$ cat src/rtl/alu_arbiter.sv
// -----------------------------------------------------------------------------
// alu_arbiter
//
// Shares a single external ALU between two requesters. An idle request is
// granted (one-cycle GntX pulse). Its opcode and operands are registered onto
// AluCtrl/AluA/AluB, and the ALU output is captured after WAIT execute cycles.
// The requester then gets a one-cycle DoneX pulse with Result/ZeroOut/Err
// valid. An illegal opcode skips execution and reports Err one cycle after the
// grant.
//
// Optional build macro:
//   ALU_ARB_RR_EN  defined   -> round-robin arbitration with a 1-bit pointer
//                  undefined -> fixed priority, requester 0 always wins
//
// Parameters:
//   n     operand/result width
//   WAIT  execute cycles between operand launch and capture (1..15)
//
// Ports:
//   CLK, Reset_L          clock, asynchronous active-low reset
//   Req0/Req1             requester has an operation pending
//   Ctrl0/Ctrl1           requested opcode
//   A0/B0/A1/B1           requested operands
//   Gnt0/Gnt1             operands accepted this cycle
//   Done0/Done1           Result/ZeroOut/Err valid for that requester
//   Result/ZeroOut/Err    registered response
//   AluCtrl/AluA/AluB     registered drive to the shared ALU
//   AluW/AluZero          shared ALU result and zero flag
// -----------------------------------------------------------------------------
module alu_arbiter #(
    parameter int n    = 64,
    parameter int WAIT = 1
) (
    input  logic         CLK,
    input  logic         Reset_L,
    input  logic         Req0,
    input  logic         Req1,
    input  logic [3:0]   Ctrl0,
    input  logic [3:0]   Ctrl1,
    input  logic [n-1:0] A0,
    input  logic [n-1:0] B0,
    input  logic [n-1:0] A1,
    input  logic [n-1:0] B1,
    output logic         Gnt0,
    output logic         Gnt1,
    output logic         Done0,
    output logic         Done1,
    output logic [n-1:0] Result,
    output logic         ZeroOut,
    output logic         Err,
    output logic [3:0]   AluCtrl,
    output logic [n-1:0] AluA,
    output logic [n-1:0] AluB,
    input  logic [n-1:0] AluW,
    input  logic         AluZero
);

    typedef enum logic [1:0] {
        IDLE = 2'd0,
        EXEC = 2'd1,
        RESP = 2'd2
    } state_t;

    // Counter value on the last execute cycle.
    localparam logic [3:0] LAST_CNT = 4'(WAIT - 1);

    state_t       state_q, state_d;
    logic [3:0]   cnt_q, cnt_d;
    logic         owner_q, owner_d;      // requester being served (1 = Req1)
    logic [n-1:0] result_q, result_d;
    logic         zero_q, zero_d;
    logic         err_q, err_d;
    logic [3:0]   alu_ctrl_q, alu_ctrl_d;
    logic [n-1:0] alu_a_q, alu_a_d;
    logic [n-1:0] alu_b_q, alu_b_d;

    logic         any_req;
    logic         grant;
    logic         winner;                // 1 = requester 1 wins
    logic [3:0]   win_ctrl;
    logic [n-1:0] win_a, win_b;
    logic         win_legal;

    assign any_req = Req0 | Req1;
    assign grant   = (state_q == IDLE) && any_req;

`ifdef ALU_ARB_RR_EN
    // ptr_q names the requester favoured on a tie: the one not granted last.
    logic ptr_q, ptr_d;

    assign winner = (Req0 && Req1) ? ptr_q : Req1;

    always_comb begin
        ptr_d = ptr_q;
        if (grant) begin
            ptr_d = ~winner;
        end
    end

    always_ff @(posedge CLK or negedge Reset_L) begin
        if (!Reset_L) begin
            ptr_q <= 1'b0;
        end else begin
            ptr_q <= ptr_d;
        end
    end
`else
    assign winner = ~Req0;
`endif

    assign win_ctrl  = winner ? Ctrl1 : Ctrl0;
    assign win_a     = winner ? A1 : A0;
    assign win_b     = winner ? B1 : B0;
    // Legal set is 0000..0100, 0110, 0111: top bit clear and not 0101.
    assign win_legal = ~win_ctrl[3] && (win_ctrl != 4'b0101);

    // State and datapath registers.
    always_ff @(posedge CLK or negedge Reset_L) begin
        if (!Reset_L) begin
            state_q    <= IDLE;
            cnt_q      <= 4'd0;
            owner_q    <= 1'b0;
            result_q   <= '0;
            zero_q     <= 1'b0;
            err_q      <= 1'b0;
            alu_ctrl_q <= 4'b0111;
            alu_a_q    <= '0;
            alu_b_q    <= '0;
        end else begin
            state_q    <= state_d;
            cnt_q      <= cnt_d;
            owner_q    <= owner_d;
            result_q   <= result_d;
            zero_q     <= zero_d;
            err_q      <= err_d;
            alu_ctrl_q <= alu_ctrl_d;
            alu_a_q    <= alu_a_d;
            alu_b_q    <= alu_b_d;
        end
    end

    // Next-state and datapath next values.
    always_comb begin
        state_d    = state_q;
        cnt_d      = cnt_q;
        owner_d    = owner_q;
        result_d   = result_q;
        zero_d     = zero_q;
        err_d      = err_q;
        alu_ctrl_d = alu_ctrl_q;
        alu_a_d    = alu_a_q;
        alu_b_d    = alu_b_q;
        case (state_q)
            IDLE: begin
                if (any_req) begin
                    owner_d = winner;
                    if (win_legal) begin
                        alu_ctrl_d = win_ctrl;
                        alu_a_d    = win_a;
                        alu_b_d    = win_b;
                        cnt_d      = 4'd0;
                        state_d    = EXEC;
                    end else begin
                        // ALU drive is left untouched for an illegal opcode.
                        result_d = '0;
                        zero_d   = 1'b1;
                        err_d    = 1'b1;
                        state_d  = RESP;
                    end
                end
            end
            EXEC: begin
                if (cnt_q == LAST_CNT) begin
                    result_d = AluW;
                    zero_d   = AluZero;
                    err_d    = 1'b0;
                    cnt_d    = 4'd0;
                    state_d  = RESP;
                end else begin
                    cnt_d = cnt_q + 4'd1;
                end
            end
            RESP: begin
                state_d = IDLE;
            end
            default: begin
                state_d = IDLE;
            end
        endcase
    end

    // Handshake outputs. The grant is gated by Reset_L so that a request held
    // during reset cannot show a grant pulse.
    always_comb begin
        Gnt0  = 1'b0;
        Gnt1  = 1'b0;
        Done0 = 1'b0;
        Done1 = 1'b0;
        if (grant && Reset_L) begin
            Gnt0 = ~winner;
            Gnt1 = winner;
        end
        if (state_q == RESP) begin
            Done0 = ~owner_q;
            Done1 = owner_q;
        end
    end

    assign Result  = result_q;
    assign ZeroOut = zero_q;
    assign Err     = err_q;
    assign AluCtrl = alu_ctrl_q;
    assign AluA    = alu_a_q;
    assign AluB    = alu_b_q;

endmodule

$ cat config.mk
export PLATFORM = sky130hd
export DESIGN_NAME = alu_arbiter
export DESIGN_NICKNAME = d
export VERILOG_FILES = /design/src/rtl/alu_arbiter.sv
export SDC_FILE = /design/constraint.sdc
export NUM_CORES = 1
export LEC_CHECK = 0
export ABC_AREA = 0
export CAP_MARGIN = 40
export CORE_AREA = 2 2 205 207
export CTS_BUF_LIST = sky130_fd_sc_hd__clkbuf_16
export DETAILED_ROUTE_END_ITERATION = 10
export DIE_AREA = 0 0 207 209
export GPL_TIMING_DRIVEN = 0
export PLACE_DENSITY = 0.6
export SLEW_MARGIN = 10
export SYNTH_ARGS = -nofsm -noshare
export SYNTH_HDL_FRONTEND = slang
export SYNTH_SLANG_ARGS = --single-unit
export TNS_END_PERCENT = 1
$ cat constraint.sdc
create_clock -name CLK -period 2.5 [get_ports CLK]
set_input_delay 0.75 -clock CLK [delete_from_list [all_inputs] [get_ports CLK]]
set_output_delay 0.75 -clock CLK [all_outputs]
set_load 0.02 [all_outputs]
# Yosys cells after proc, flatten, opt, wreduce, memory -nomap -nowiden
# Index checks and enable logic that the tools add are counted.
# word_totals
regBits	205
elab_cells	57
# classes
eq_ne	7
n_bitwise	4
mux	25
reduce_logical	11
n_addsub	1
# ops
operator	count
two-way mux 64 bit	5
one-hot mux 64 bit (2 select lines)	1
two-way mux 4 bit	4
two-way mux 1 bit	8
!= test 2 bit (second input constant)	4
one-hot mux 4 bit (2 select lines)	1
two-way mux 2 bit	3
AND reduction 3 bit	2
adder 4 x 1 -> 4 bit (second input constant)	1
logical NOT 4 bit	1
!= test 4 x 3 -> 1 bit (second input constant)	1
one-hot mux 1 bit (2 select lines)	2
one-hot mux 2 bit (2 select lines)	1
AND reduction 2 bit	2
AND reduction 4 bit	1
logical AND 1 bit	3
NOT 1 bit	3
equality test 2 x 1 -> 1 bit (second input constant)	1
equality test 2 bit (second input constant)	1
logical NOT 2 bit	1
nonzero test 2 bit	1
OR 1 bit	1

# Depth between registers and ports, before layout
# depth
word_depth	6
ltp_mapped	8
mapped_depth_nobuf	6

# Worst setup path after synthesis
# Ideal clock, no wire load.
# synth_timing
path_kind	input-to-output
from	in Req0
to	out Gnt1
path_slack_ns	-0.012
stages	4
arrival_ns	1.762
cell_sequence	buf_6 buf_4 clkbuf_1 nor3_1
# synth_between
elab_chain_cells	4
# synth_rtl
item	line_no	rtl
start, declared	36	input logic Req0,
OR 1 bit	84	assign any_req = Req0 | Req1;
logical AND 1 bit	85	assign grant = (state_q == IDLE) && any_req;
logical AND 1 bit	199	if (grant && Reset_L) begin
two-way mux 1 bit *	199	
end, declared	45	output logic Gnt1,
# Every way passes the cells marked *; elsewhere a longest branch is shown, timed or not.

# Final worst setup path
# Ends and elaborated chain as after synthesis.

==> reports/qor.csv <==
stage,metric,value,unit
status,status,"complete, but fails checks",
status,failing checks,negative setup slack,
timing,worst slew pin tran,0.6575,ns
grt,initial antenna violation count,1,
critical_path,"Largest stage delay, worst path",0.21,ns
pwr,Leakage Power,0.006698,uW
place,IO buf count,534,
grt,met3 Track Usage GR,4.088,%
layout,ratio of cells with drive above 1 in the final layout,23.85,%
floorplan,core area,41290,um2
place,number of placed instances with taps included,1707,
timing,relative slew slack,56.16,%
timing,setup repair after global routing missed its margin,yes,
synthesis,Synth top area share,54.20,%
place,GP Congestion,0.8556,
clocking,total CTS buffers,25,
clocking,htree depth,1,
synthesis,cell taking the most area after synthesis,dfrtp_1,
critical_path,CP Capture Type,output pin,
synthesis,most area-consuming cells after synthesis,"dfrtp_1 54%, mux2_2 24%, mux2_1 7.0%",
timing,Setup Viol. Count Final,1,
detailed_routing,"antenna viol nets, final",0,
clocking,TritonCTS clock tree,yes,
timing,period utilization,101.0,%
synthesis,synthesized area,9326,um2
detailed_routing,starting DRC count in detailed routing,243,
synthesis,Post-synth EDFFs,0,
critical_path,crit path cell chain,"clkdlybuf4s15_2, buf_6, buf_12, clkbuf_16, nor3_2, buf_4",
critical_path,Top delay family on crit path,buffers and inverters,
synthesis,syn nets,967,
floorplan,Die ar.,43260,um2
place,Place WS,-1.533,ns
critical_path,Setup CP Type,primary input to output pin,
layout,Final nets,1533,
pwr,total power,15170,uW
synthesis,"Seq/Total Area, Yosys",55.04,%
critical_path,Buffers & Inverters on Critical Path,5,
synthesis,Main synth FF type,dfrtp_1,
grt,vias in the first global route,8047,
floorplan,IO Pins,535,
timing,Final Slew Violations,0,
clocking,CTS max path bufs,3,
layout,Multi-input gate area,3870,um2
synthesis,register bit total from synthesis,205,
critical_path,crit-path max FO,10,
pwr,pwr dens,931.1,nW/um2
synthesis,Syn. warnings,0,
synthesis,async set or reset register ratio after synthesis,100.0,%
grt,gr usage total,14.74,%
grt,M1 GR Usage,17.74,%
clocking,clk sinks,205,
clocking,Worst-path clk slew,0.06,ns
critical_path,crit path DAT,1.78,ns
grt,met2 usage,25.21,%
timing,Max Clock Skew,0.01444,ns
grt,largest net degree at the start of global routing,90,
floorplan,Initial Util,22.59,%
clocking,clk root buf,clkbuf_16,
synthesis,Gate Count Post-Synth,632,
grt,first-pass GRT wire length,49.37,mm
pwr,Max IR drop VDD,0.0005709,V
timing,final worst setup slack,-0.02583,ns
run,Max-Cap Viols,0,
detailed_routing,via count,7391,
detailed_routing,Total Wirelength,32.80,mm
detailed_routing,WL per Instance,18.68,um
layout,final core utilization,39.46,%
timing,clock period minus final worst setup slack,2.526,ns
floorplan,FP Rows,75,
floorplan,Die Width,207,um
synthesis,most common cell in the netlist,dfrtp_1,
layout,Area growth syn-to-layout,74.71,%
clocking,Hold Buf Count CTS,0,
critical_path,Worst setup SP type,primary input,
synthesis,Unique masters post-synth,35,
worst_hold_path,Min-Delay Path Class,primary input to asynchronous set/reset pin,
detailed_routing,DR DRC count,0,
critical_path,R2R Setup Slk,0.33,ns
timing,max frequency,0.3959,GHz
timing,Fin. Hold Viols,0,
synthesis,"Avg Cell Area, Syn",14.76,um2
grt,"Remaining Overflow, GRT",0,
layout,Sequential Area,5134,um2
detailed_routing,Vias/cell,4.209,
detailed_routing,1st-pass router iterations,4,
place,Post-DP HPWL,25.64,mm
layout,"non-filler cells, final",1756,
clocking,clk_lat worst skew,0.53,ns
synthesis,Synth top cells by count,"202 x dfrtp_1, 195 x mux2_2, 64 x a22o_1, 58 x mux2_1, 17 x buf_2",
grt,GRT busiest layer,met2,
layout,filler instances,4042,
floorplan,Die Span Y,209,um
timing,final hold slack,0.04829,ns
critical_path,critical path data required time,1.75,ns
critical_path,"Slowest-stage cell, CP",clkdlybuf4s15_2,
-- metal layers --
metal / vias up / share of wire (%)
li1: 3448 / -
met1: 3598 / 41
met2: 294 / 49
met3: 49 / 7.2
met4: 2 / 2.8
met5: - / 0.040
-- placed cells by master (no fill, tap or decap), drive strengths merged, types with 2 or more instances in the layout --
master / count
a22o: 64
clkdlybuf4s15: 2
clkdlybuf4s50: 525
buf: 40
and3: 2
a21oi: 4
dfrtp: 202
clkbuf: 38
nor2: 5
o22ai: 2
dfstp: 3
inv: 19
nor3: 3
a21boi: 2
bufinv: 2
nand3b: 2
clkinv: 10
o21ai: 5
mux2: 262
nand3: 3
nand2: 3
dlygate4sd2: 3
ha: 2
clkinvlp: 2
-- worst paths after layout --
| path | from | to | cells past startpoint |
|---|---|---|---|
| max | Req0 | Gnt1 | 6 |
| min | Reset_L | AluA[13]$_DFFE_PN0P_ | 1 |
| max reg2reg | cnt_q[0]$_DFFE_PN0P_ | Result[63]$_DFFE_PN0P_ | 8 |
| min reg2reg | AluA[13]$_DFFE_PN0P_ | AluA[13]$_DFFE_PN0P_ | 1 |
| max in group asynchronous | Reset_L | Result[15]$_DFFE_PN0P_ | 2 |
| min in group CLK | AluA[13]$_DFFE_PN0P_ | AluA[13]$_DFFE_PN0P_ | 1 |
-- repair_timing --
action,in CTS,in global routing
buffers inserted,1,1
cloned,1,0
hold endpoints to repair,0,0
pin swaps,1,1
setup endpoints to repair,75,111
resized for setup,30,6
-- state kept, by name (all words and copies together), names as in the netlist --
| register | flops |
|---|---|
| Result | 64 |
| AluA | 64 |
| AluCtrl | 4 |
| state_q | 2 |
| ZeroOut | 1 |
| Err | 1 |
| owner_q | 1 |
| AluB | 64 |
| cnt_q | 4 |
-- stage by stage --
stage / setup TNS, ns / area, um2
after floorplan: 0 / 9331
after detailed placement: -98.20 / 15410
after global routing: -0.1266 / 16290
after CTS: -0.08591 / 16260
after global placement: -1845.07 / 15350
final: -0.02583 / 16290
-- cell families after synthesis --
group                      share of synthesized area, %
AOI/OAI and AO/OA                                 7.567
adders and majority gates                        0.2683
DFF                                               55.04
muxes                                             32.00
buffers and inverters                             3.662
and+or+nand+nor                                   1.462
-- power by group --
group          total (uW)  internal [uW]  switching, uW
clock                3420           2010           1410
combinational        6620           3550           3070
sequential           5130           4520            603
-- area by class of cell --
class,instances,share of cell area [%]
inverter,13,0.2995
buffer,45,2.104
timing repair buffer,539,33.49
clock inverter,20,0.8600
antenna,1,0.01536
multi-input combinational,369,23.75
clock buffer,25,3.839
tap,539,4.139
sequential,205,31.51
Power figures use the tool's default switching activity.
